==> config.mk <==
export PLATFORM = sky130hd
export DESIGN_NAME = blur_kernel_3x3
export DESIGN_NICKNAME = d
export VERILOG_FILES = /design/src/rtl/blur_kernel_3x3.sv
export SDC_FILE = /design/constraint.sdc
export NUM_CORES = 1
export LEC_CHECK = 0
export CORE_MARGIN = 2
export CORE_UTILIZATION = 25
export DETAILED_ROUTE_END_ITERATION = 8
export GPL_ROUTABILITY_DRIVEN = 1
export PLACE_DENSITY = 0.49
export REMOVE_ABC_BUFFERS = 1
export SLEW_MARGIN = 20
export SYNTH_ARGS = -nofsm -noshare
export SYNTH_HDL_FRONTEND = slang
export SYNTH_SLANG_ARGS = --single-unit
==> constraint.sdc <==
create_clock -name clock -period 3.25 [get_ports clock]
set_clock_uncertainty 0.2 [all_clocks]
set_input_delay 0.65 -clock clock [delete_from_list [all_inputs] [get_ports clock]]
set_output_delay 0.65 -clock clock [all_outputs]
set_load 0.01 [all_outputs]
==> src/rtl/blur_kernel_3x3.sv <==
// blur_kernel_3x3: 3x3 (1-2-1)x(1-2-1)/16 blur over a line-buffered window, with
// border/unknown-frame pass-through. Define BLUR_GLOW_EN for glow mode (max(centre, blur)).
module blur_kernel_3x3 #(
  parameter int WIDTH    = 8,
  parameter int H_ACTIVE = 1280,
  parameter int V_ACTIVE = 1024
) (
  input  logic             clock,
  input  logic             reset,
  input  logic [WIDTH-1:0] pixel_in,
  input  logic [WIDTH-1:0] tap1,
  input  logic [WIDTH-1:0] tap2,
  input  logic             de_in,
  input  logic             hs_in,
  input  logic             vs_in,
  output logic [WIDTH-1:0] pixel_out,
  output logic             de_out,
  output logic             hs_out,
  output logic             vs_out
);

  localparam int HW = WIDTH + 2;
  localparam int SW = WIDTH + 4;
  localparam int CW = $clog2(H_ACTIVE);
  localparam int RW = $clog2(V_ACTIVE);
  localparam logic [CW-1:0] COL_LAST = CW'(H_ACTIVE - 1);
  localparam logic [RW-1:0] ROW_LAST = RW'(V_ACTIVE - 1);

  function automatic logic [HW-1:0] f_hsum(input logic [WIDTH-1:0] a,
                                           input logic [WIDTH-1:0] b,
                                           input logic [WIDTH-1:0] c);
    return {2'b00, a} + {1'b0, b, 1'b0} + {2'b00, c};
  endfunction

  function automatic logic [SW-1:0] f_vsum(input logic [HW-1:0] a,
                                           input logic [HW-1:0] b,
                                           input logic [HW-1:0] c);
    return {2'b00, a} + {1'b0, b, 1'b0} + {2'b00, c};
  endfunction

  // Round-half-up divide by 16; the 4080 maximum rounds to 255, so no clamp is needed.
  function automatic logic [WIDTH-1:0] f_round(input logic [SW-1:0] s);
    logic [SW-1:0] t;
    t = s + SW'(8);
    return t[SW-1:4];
  endfunction

  function automatic logic [WIDTH-1:0] f_max(input logic [WIDTH-1:0] a,
                                             input logic [WIDTH-1:0] b);
    return (a > b) ? a : b;
  endfunction

  logic [WIDTH-1:0] w_row [3];
  logic             w_vs_rise;
  logic             w_de_fall;
  logic             w_border_p1;
  logic [WIDTH-1:0] w_blur;
  logic [WIDTH-1:0] w_interior;

  logic [WIDTH-1:0] r_win_p0 [3];
  logic [WIDTH-1:0] r_win_p1 [3];
  logic [WIDTH-1:0] r_win_p2 [3];
  logic [HW-1:0]    r_h_p2   [3];
  logic [WIDTH-1:0] r_centre_p2;
  logic             r_border_p2;
  logic [WIDTH-1:0] r_pix_p3;

  logic [CW-1:0]    r_col;
  logic [RW-1:0]    r_row;
  logic             r_known;
  logic             r_de_prev;
  logic             r_vs_prev;
  logic [CW-1:0]    r_col_p0, r_col_p1;
  logic [RW-1:0]    r_row_p0, r_row_p1;
  logic             r_known_p0, r_known_p1;

  logic             r_de_p0, r_de_p1, r_de_p2, r_de_p3;
  logic             r_hs_p0, r_hs_p1, r_hs_p2, r_hs_p3;
  logic             r_vs_p0, r_vs_p1, r_vs_p2, r_vs_p3;

  assign w_row[0]  = tap2;
  assign w_row[1]  = tap1;
  assign w_row[2]  = pixel_in;
  assign w_vs_rise = vs_in & ~r_vs_prev;
  assign w_de_fall = ~de_in & r_de_prev;

  assign w_border_p1 = ~r_known_p1 || (r_col_p1 == '0) || (r_col_p1 == COL_LAST) ||
                       (r_row_p1 == '0) || (r_row_p1 == ROW_LAST);

  assign w_blur = f_round(f_vsum(r_h_p2[0], r_h_p2[1], r_h_p2[2]));
`ifdef BLUR_GLOW_EN
  assign w_interior = f_max(r_centre_p2, w_blur);
`else
  assign w_interior = w_blur;
`endif

  always_ff @(posedge clock) begin
    if (reset) begin
      for (int r = 0; r < 3; r++) begin
        r_win_p0[r] <= '0;
        r_win_p1[r] <= '0;
        r_win_p2[r] <= '0;
        r_h_p2[r]   <= '0;
      end
      r_centre_p2 <= '0;
      r_border_p2 <= 1'b0;
      r_pix_p3    <= '0;
      r_col       <= '0;
      r_row       <= '0;
      r_known     <= 1'b0;
      r_de_prev   <= 1'b0;
      r_vs_prev   <= 1'b0;
      r_col_p0    <= '0;
      r_col_p1    <= '0;
      r_row_p0    <= '0;
      r_row_p1    <= '0;
      r_known_p0  <= 1'b0;
      r_known_p1  <= 1'b0;
      {r_de_p0, r_de_p1, r_de_p2, r_de_p3} <= '0;
      {r_hs_p0, r_hs_p1, r_hs_p2, r_hs_p3} <= '0;
      {r_vs_p0, r_vs_p1, r_vs_p2, r_vs_p3} <= '0;
    end else begin
      // p0/p1: window shift, free-running through blanking to stay line-locked
      for (int r = 0; r < 3; r++) begin
        r_win_p0[r] <= w_row[r];
        r_win_p1[r] <= r_win_p0[r];
        r_win_p2[r] <= r_win_p1[r];
      end

      r_de_prev <= de_in;
      r_vs_prev <= vs_in;
      r_col     <= !de_in ? '0 : (r_col == COL_LAST) ? r_col : r_col + CW'(1);
      if (w_vs_rise) begin
        r_row   <= '0;
        r_known <= 1'b1;
      end else if (w_de_fall && r_row != ROW_LAST) begin
        r_row <= r_row + RW'(1);
      end

      r_col_p0   <= r_col;
      r_row_p0   <= r_row;
      r_known_p0 <= r_known;
      r_col_p1   <= r_col_p0;
      r_row_p1   <= r_row_p0;
      r_known_p1 <= r_known_p0;

      // p2: horizontal 1-2-1 per row, centre and border decision captured
      for (int r = 0; r < 3; r++) begin
        r_h_p2[r] <= f_hsum(r_win_p0[r], r_win_p1[r], r_win_p2[r]);
      end
      r_centre_p2 <= r_win_p1[1];
      r_border_p2 <= w_border_p1;

      // p3: vertical 1-2-1, rounding, border/blanking select
      r_pix_p3 <= !r_de_p2 ? '0 : r_border_p2 ? r_centre_p2 : w_interior;

      r_de_p0 <= de_in;
      r_de_p1 <= r_de_p0;
      r_de_p2 <= r_de_p1;
      r_de_p3 <= r_de_p2;
      r_hs_p0 <= hs_in;
      r_hs_p1 <= r_hs_p0;
      r_hs_p2 <= r_hs_p1;
      r_hs_p3 <= r_hs_p2;
      r_vs_p0 <= vs_in;
      r_vs_p1 <= r_vs_p0;
      r_vs_p2 <= r_vs_p1;
      r_vs_p3 <= r_vs_p2;
    end
  end

  assign pixel_out = r_pix_p3;
  assign de_out    = r_de_p3;
  assign hs_out    = r_hs_p3;
  assign vs_out    = r_vs_p3;

endmodule

After elaboration in Yosys (flattened, before gate mapping)
Memories as Yosys holds them, arrays and structs flattened. Cells that the tools add are included.

Bits in registers: 95. Memory bits (writable): 102. Input bits: 29. Logic and storage cells: 87. Memories kept: 4.

$add $sub $neg: 11. Eq/ne operators: 4. Muxes and demuxes: 16. Bitwise operators: 18. Reductions and logical operators: 10.

Memories: r_h_p2 (words 3, width 10, read ports 3, clocked after Yosys merged registers in 0, write ports 3, RTL line 63) `logic [HW-1:0] r_h_p2 [3];`; r_win_p0 (words 3, width 8, read ports 3, clocked after Yosys merged registers in 0, write ports 3, RTL line 60) `logic [WIDTH-1:0] r_win_p0 [3];`; r_win_p1 (words 3, width 8, read ports 3, clocked after Yosys merged registers in 0, write ports 3, RTL line 61) `logic [WIDTH-1:0] r_win_p1 [3];`; r_win_p2 (words 3, width 8, read ports 3, clocked after Yosys merged registers in 0, write ports 3, RTL line 62) `logic [WIDTH-1:0] r_win_p2 [3];`.

Operators with widths (count): 8-bit 2-to-1 mux (10); 10-bit by 8-bit adder with 10-bit output (3); 8-bit by 9-bit adder with 10-bit output (3); 10-bit 2-to-1 mux (3); 11-bit == test, second input constant (2); 10-bit by 11-bit adder with 12-bit output (1); 12-bit by 10-bit adder with 12-bit output (1); 12-bit by 4-bit adder with 12-bit output, second input constant (1); 1-bit bitwise OR (12); 11-bit by 1-bit adder with 11-bit output, second input constant (1); 11-bit logical NOT (1); 10-bit by 1-bit adder with 10-bit output, second input constant (1); 10-bit == test, second input constant (1); 10-bit logical NOT (1); 10-bit inequality test, second input constant (1); 2-bit OR reduction (3); 1-bit logical OR (4); 1-bit inverter (4); 1-bit 2-to-1 mux (3); 1-bit AND (2); 1-bit logical AND (1).

Longest topological paths before layout
Depth after elaboration: 5. Mapped depth: 10. Mapped depth without buffers: 10.

Worst setup path before layout
No wires, ideal clock.

Path type: register -> register. From: memory r_h_p2[0][4] (netlist bit). To: register r_pix_p3[4], in the netlist pixel_out[4]. Data arrival time: 2.520 ns. Required time: 2.990 ns. Setup slack: 0.470 ns. Cell stages (with the launch flop): 11. Buffers on the path: 0. Cells stage by stage: dfxtp_1 > inv_1 > fa_1 > inv_1 > ha_1 > ha_1 > nand2_1 > nor3_2 > o211ai_1 > a2111oi_0 > a311o_1.

RTL lines: start, declared (RTL line 63); end signal, assigned (RTL line 155) `r_pix_p3 <= !r_de_p2 ? '0 : r_border_p2 ? r_centre_p2 : w_interior;`; end, declared (RTL line 66) `logic [WIDTH-1:0] r_pix_p3;`.

==> results.toml <==
[outcome]
status = "finished clean"

[final_layout]
final_nets = 882
antenna_cells = 0
multi_input_area_um2 = 3592
regArea_um2 = 3784
syn_to_final_growth_pct = 18.78
fin_cells = 1183
drive_above_1_share = 0.05972
fin_util = 0.2993
fillers = 3208

[cts]
cts_post_setup_buffers_inserted = 0
post_cts_resized = 0
htree_levels = 4
cts_tree = "built"
cts.clk_slew.worst_paths_ns = 0.08
cts.sinks = 189
insertion_delay_ns = 0.44
clockBufferDepth = 2
postCtsHoldBufs = 0
cts-buffers-inserted = 17
cts_root_buf = "clkbuf_16"

[setup_path]
critPathMaxStageDelay_ns = 0.53
critical-path-top-delay-family = "adder cells"
crit_path_end_kind = "flop"
cp_max_fo = 5
worstPathCellList = "inv_1 > fa_1 > inv_1 > ha_1 > ha_1 > a21oi_1 > nand2_1 > o211ai_1 > a2111oi_1 > a311o_1"
arrival_ns = 3.11
crit_required_ns = 3.36
worstSetupPathType = "flop to flop"
startpoint_type = "flop"
crit_buf_inv = 2
cp_slowest_cell = "fa_1"

[place]
place_congestion = 0.7769
dp_cells = 1151
io_buffer_count = 39
hpwlAfterDp_mm = 9.628
pre_cts_ws_ns = 0.2578

[worst_hold_path]
hold_path.class = "flop to flop"

[detailed_routing]
vias = 4716
finalWirelength_mm = 13.45
ant_nets = 0
wl_per_cell_um = 11.37
drtIter0Drc = 191
route.detailed.drc = 0
via_per_inst = 3.986
firstDrtPassIters = 5

[synth]
yosysWarningCount = 0
ys_seq_area_frac = 0.4935
synth_edf_count = 0
async_flop_share = 0
yosysUniqueCellTypes = 50
synth_seq_cells = 189
synth_top_area_share = 0.4935
synth_largest_area_cell = "dfxtp_1"
avgSynthCellArea_um2 = 10.47
synth.area.top_cells = "dfxtp_1, nor2b_1, fa_1, ha_1, inv_1"
synthCells = 732
netlist_area_um2 = 7667
yosys_most_used_dff = "dfxtp_1"

[global_routing]
grt_max_degree = 50
grt_pass1_vias = 4595
grtUsageTotal = 0.09044
gr-total-overflow = 0
grt_first_pass_wirelength_mm = 22.50
antenna_found_initial = 0

[timing]
slew_headroom = 0.5528
rsz0062_at_grt = "false"
drv_slew = 0
min_period_ns = 2.997
max_slew.worst_pin.slew_ns = 0.6699
finalCritPeriodShare = 0.9221
finalHoldViolCount = 0
post-route-worst-setup-slack_ns = 0.2533
setup_tns_ns = 0
fmax_ghz = 0.3337
setup_viol = 0

[flow_run]
drv_cap = 0

[floorplan]
dieHeight_um = 179.1
core-area_um2 = 30430
die_w_um = 179.1
die_area_um2 = 32090
initial_core_util = 0.2520
num_rows = 64
boundaryPins = 40

[pwr]
peakVddDrop_v = 0.0003749
power_density_nw_per_um2 = 547.1
finalPower_mw = 4.983
p_leak_nw = 3.653
[Yosys cell counts, drive strengths merged, types with 9 or more instances]
| cell | instances |
|---|---|
| a21oi | 19 |
| clkbuf | 20 |
| dfxtp | 189 |
| fa | 33 |
| ha | 46 |
| inv | 54 |
| nand2 | 20 |
| nand4 | 9 |
| nor2 | 52 |
| nor2b | 140 |
| nor3 | 24 |
| o21ai | 13 |
| xnor2 | 12 |
| xor2 | 9 |
[where the power goes]
| part | internal [mW] | leakage (nW) | switching (mW) |
|---|---|---|---|
| sequential | 2.39 | 1.54 | 0.0441 |
| clock | 1.04 | 0.290 | 1.05 |
| combinational | 0.214 | 1.82 | 0.241 |
| total | 3.65 | 3.65 | 1.33 |
[area by class of cell]
class                      count  area share
sequential                   189      0.4154
multi-input combinational    465      0.3944
tap                          396     0.05440
timing repair buffer          46     0.04836
clock buffer                  18     0.04712
inverter                      55     0.02267
clock inverter                14     0.01758
[layout by cell type (no fill, tap or decap), types with 9 or more instances in the layout]
master / Yosys / routed
nor3_1: 23 / 23
xor2_1: 9 / 9
inv_1: 54 / 54
nand4_1: 9 / 9
clkdlybuf4s50_1: 0 / 38
nor2b_1: 140 / 140
o21ai_0: 12 / 12
nand2_1: 20 / 20
a21oi_1: 19 / 19
xnor2_1: 12 / 12
ha_1: 46 / 46
fa_1: 33 / 33
dfxtp_1: 189 / 189
nor2_1: 52 / 52
clkbuf_16: 0 / 17
[per-stage QoR]
stage                     hold slack, ns  cell area (µm²)
after global placement            0.2182             8517
final                             0.2311             9107
after detailed placement          0.2204             8517
after CTS                         0.2331             9106
after floorplan                   0.2138             7581
after global routing              0.2494             9107
[logic make-up (layout without fill, tap and decap cells)]
| kind of cell | Yosys count | count (layout) | share of synthesized area |
|---|---|---|---|
| AOI/OAI and AO/OA | 75 | 75 | 0.06495 |
| xor gates and xnor gates | 21 | 21 | 0.02399 |
| buffers and inverters | 78 | 133 | 0.03818 |
| DFF | 189 | 189 | 0.4935 |
| adders and majority gates | 79 | 79 | 0.1612 |
| and+or+nand+nor | 283 | 283 | 0.2086 |
| muxes | 7 | 7 | 0.009628 |
[flip-flops by register name, indices dropped and copies added (netlist names), 11 cells and up]
name and count:
r_h_p2 30, r_win_p0 24, r_win_p1 24, r_win_p2 17, r_col 11, r_col_p0 11, r_col_p1 11
[worst reg2reg max path: stages (launching register included)]
cell and delay, ns:
dfxtp_1 0.31, inv_1 0.05, fa_1 0.53, inv_1 0.04
ha_1 0.28, ha_1 0.35, a21oi_1 0.16, nand2_1 0.13
o211ai_1 0.35, a2111oi_1 0.15, a311o_1 0.34
[worst paths after layout]
| kind | startpoint | end | slack (ns) | cells after the start |
|---|---|---|---|---|
| setup / recovery | r_h_p2[0][5] | pixel_out[4] | 0.25 | 10 |
| hold / removal | r_col_p0[0] | r_col_p1[0] | 0.23 | 1 |
| setup reg to reg | r_h_p2[0][5] | pixel_out[4] | 0.25 | 10 |
| hold reg to reg | r_col_p0[0] | r_col_p1[0] | 0.23 | 1 |
[per-layer routing]
metal | global-route usage | up-vias | share of wire
met5 | 0 | - | 0
met4 | 0.02923 | 0 | 0.0094
met3 | 0.02926 | 12 | 0.035
met2 | 0.1439 | 42 | 0.47
met1 | 0.1158 | 2160 | 0.49
li1 | - | 2502 | -
Note: power is estimated with default switching activity, not from simulation.
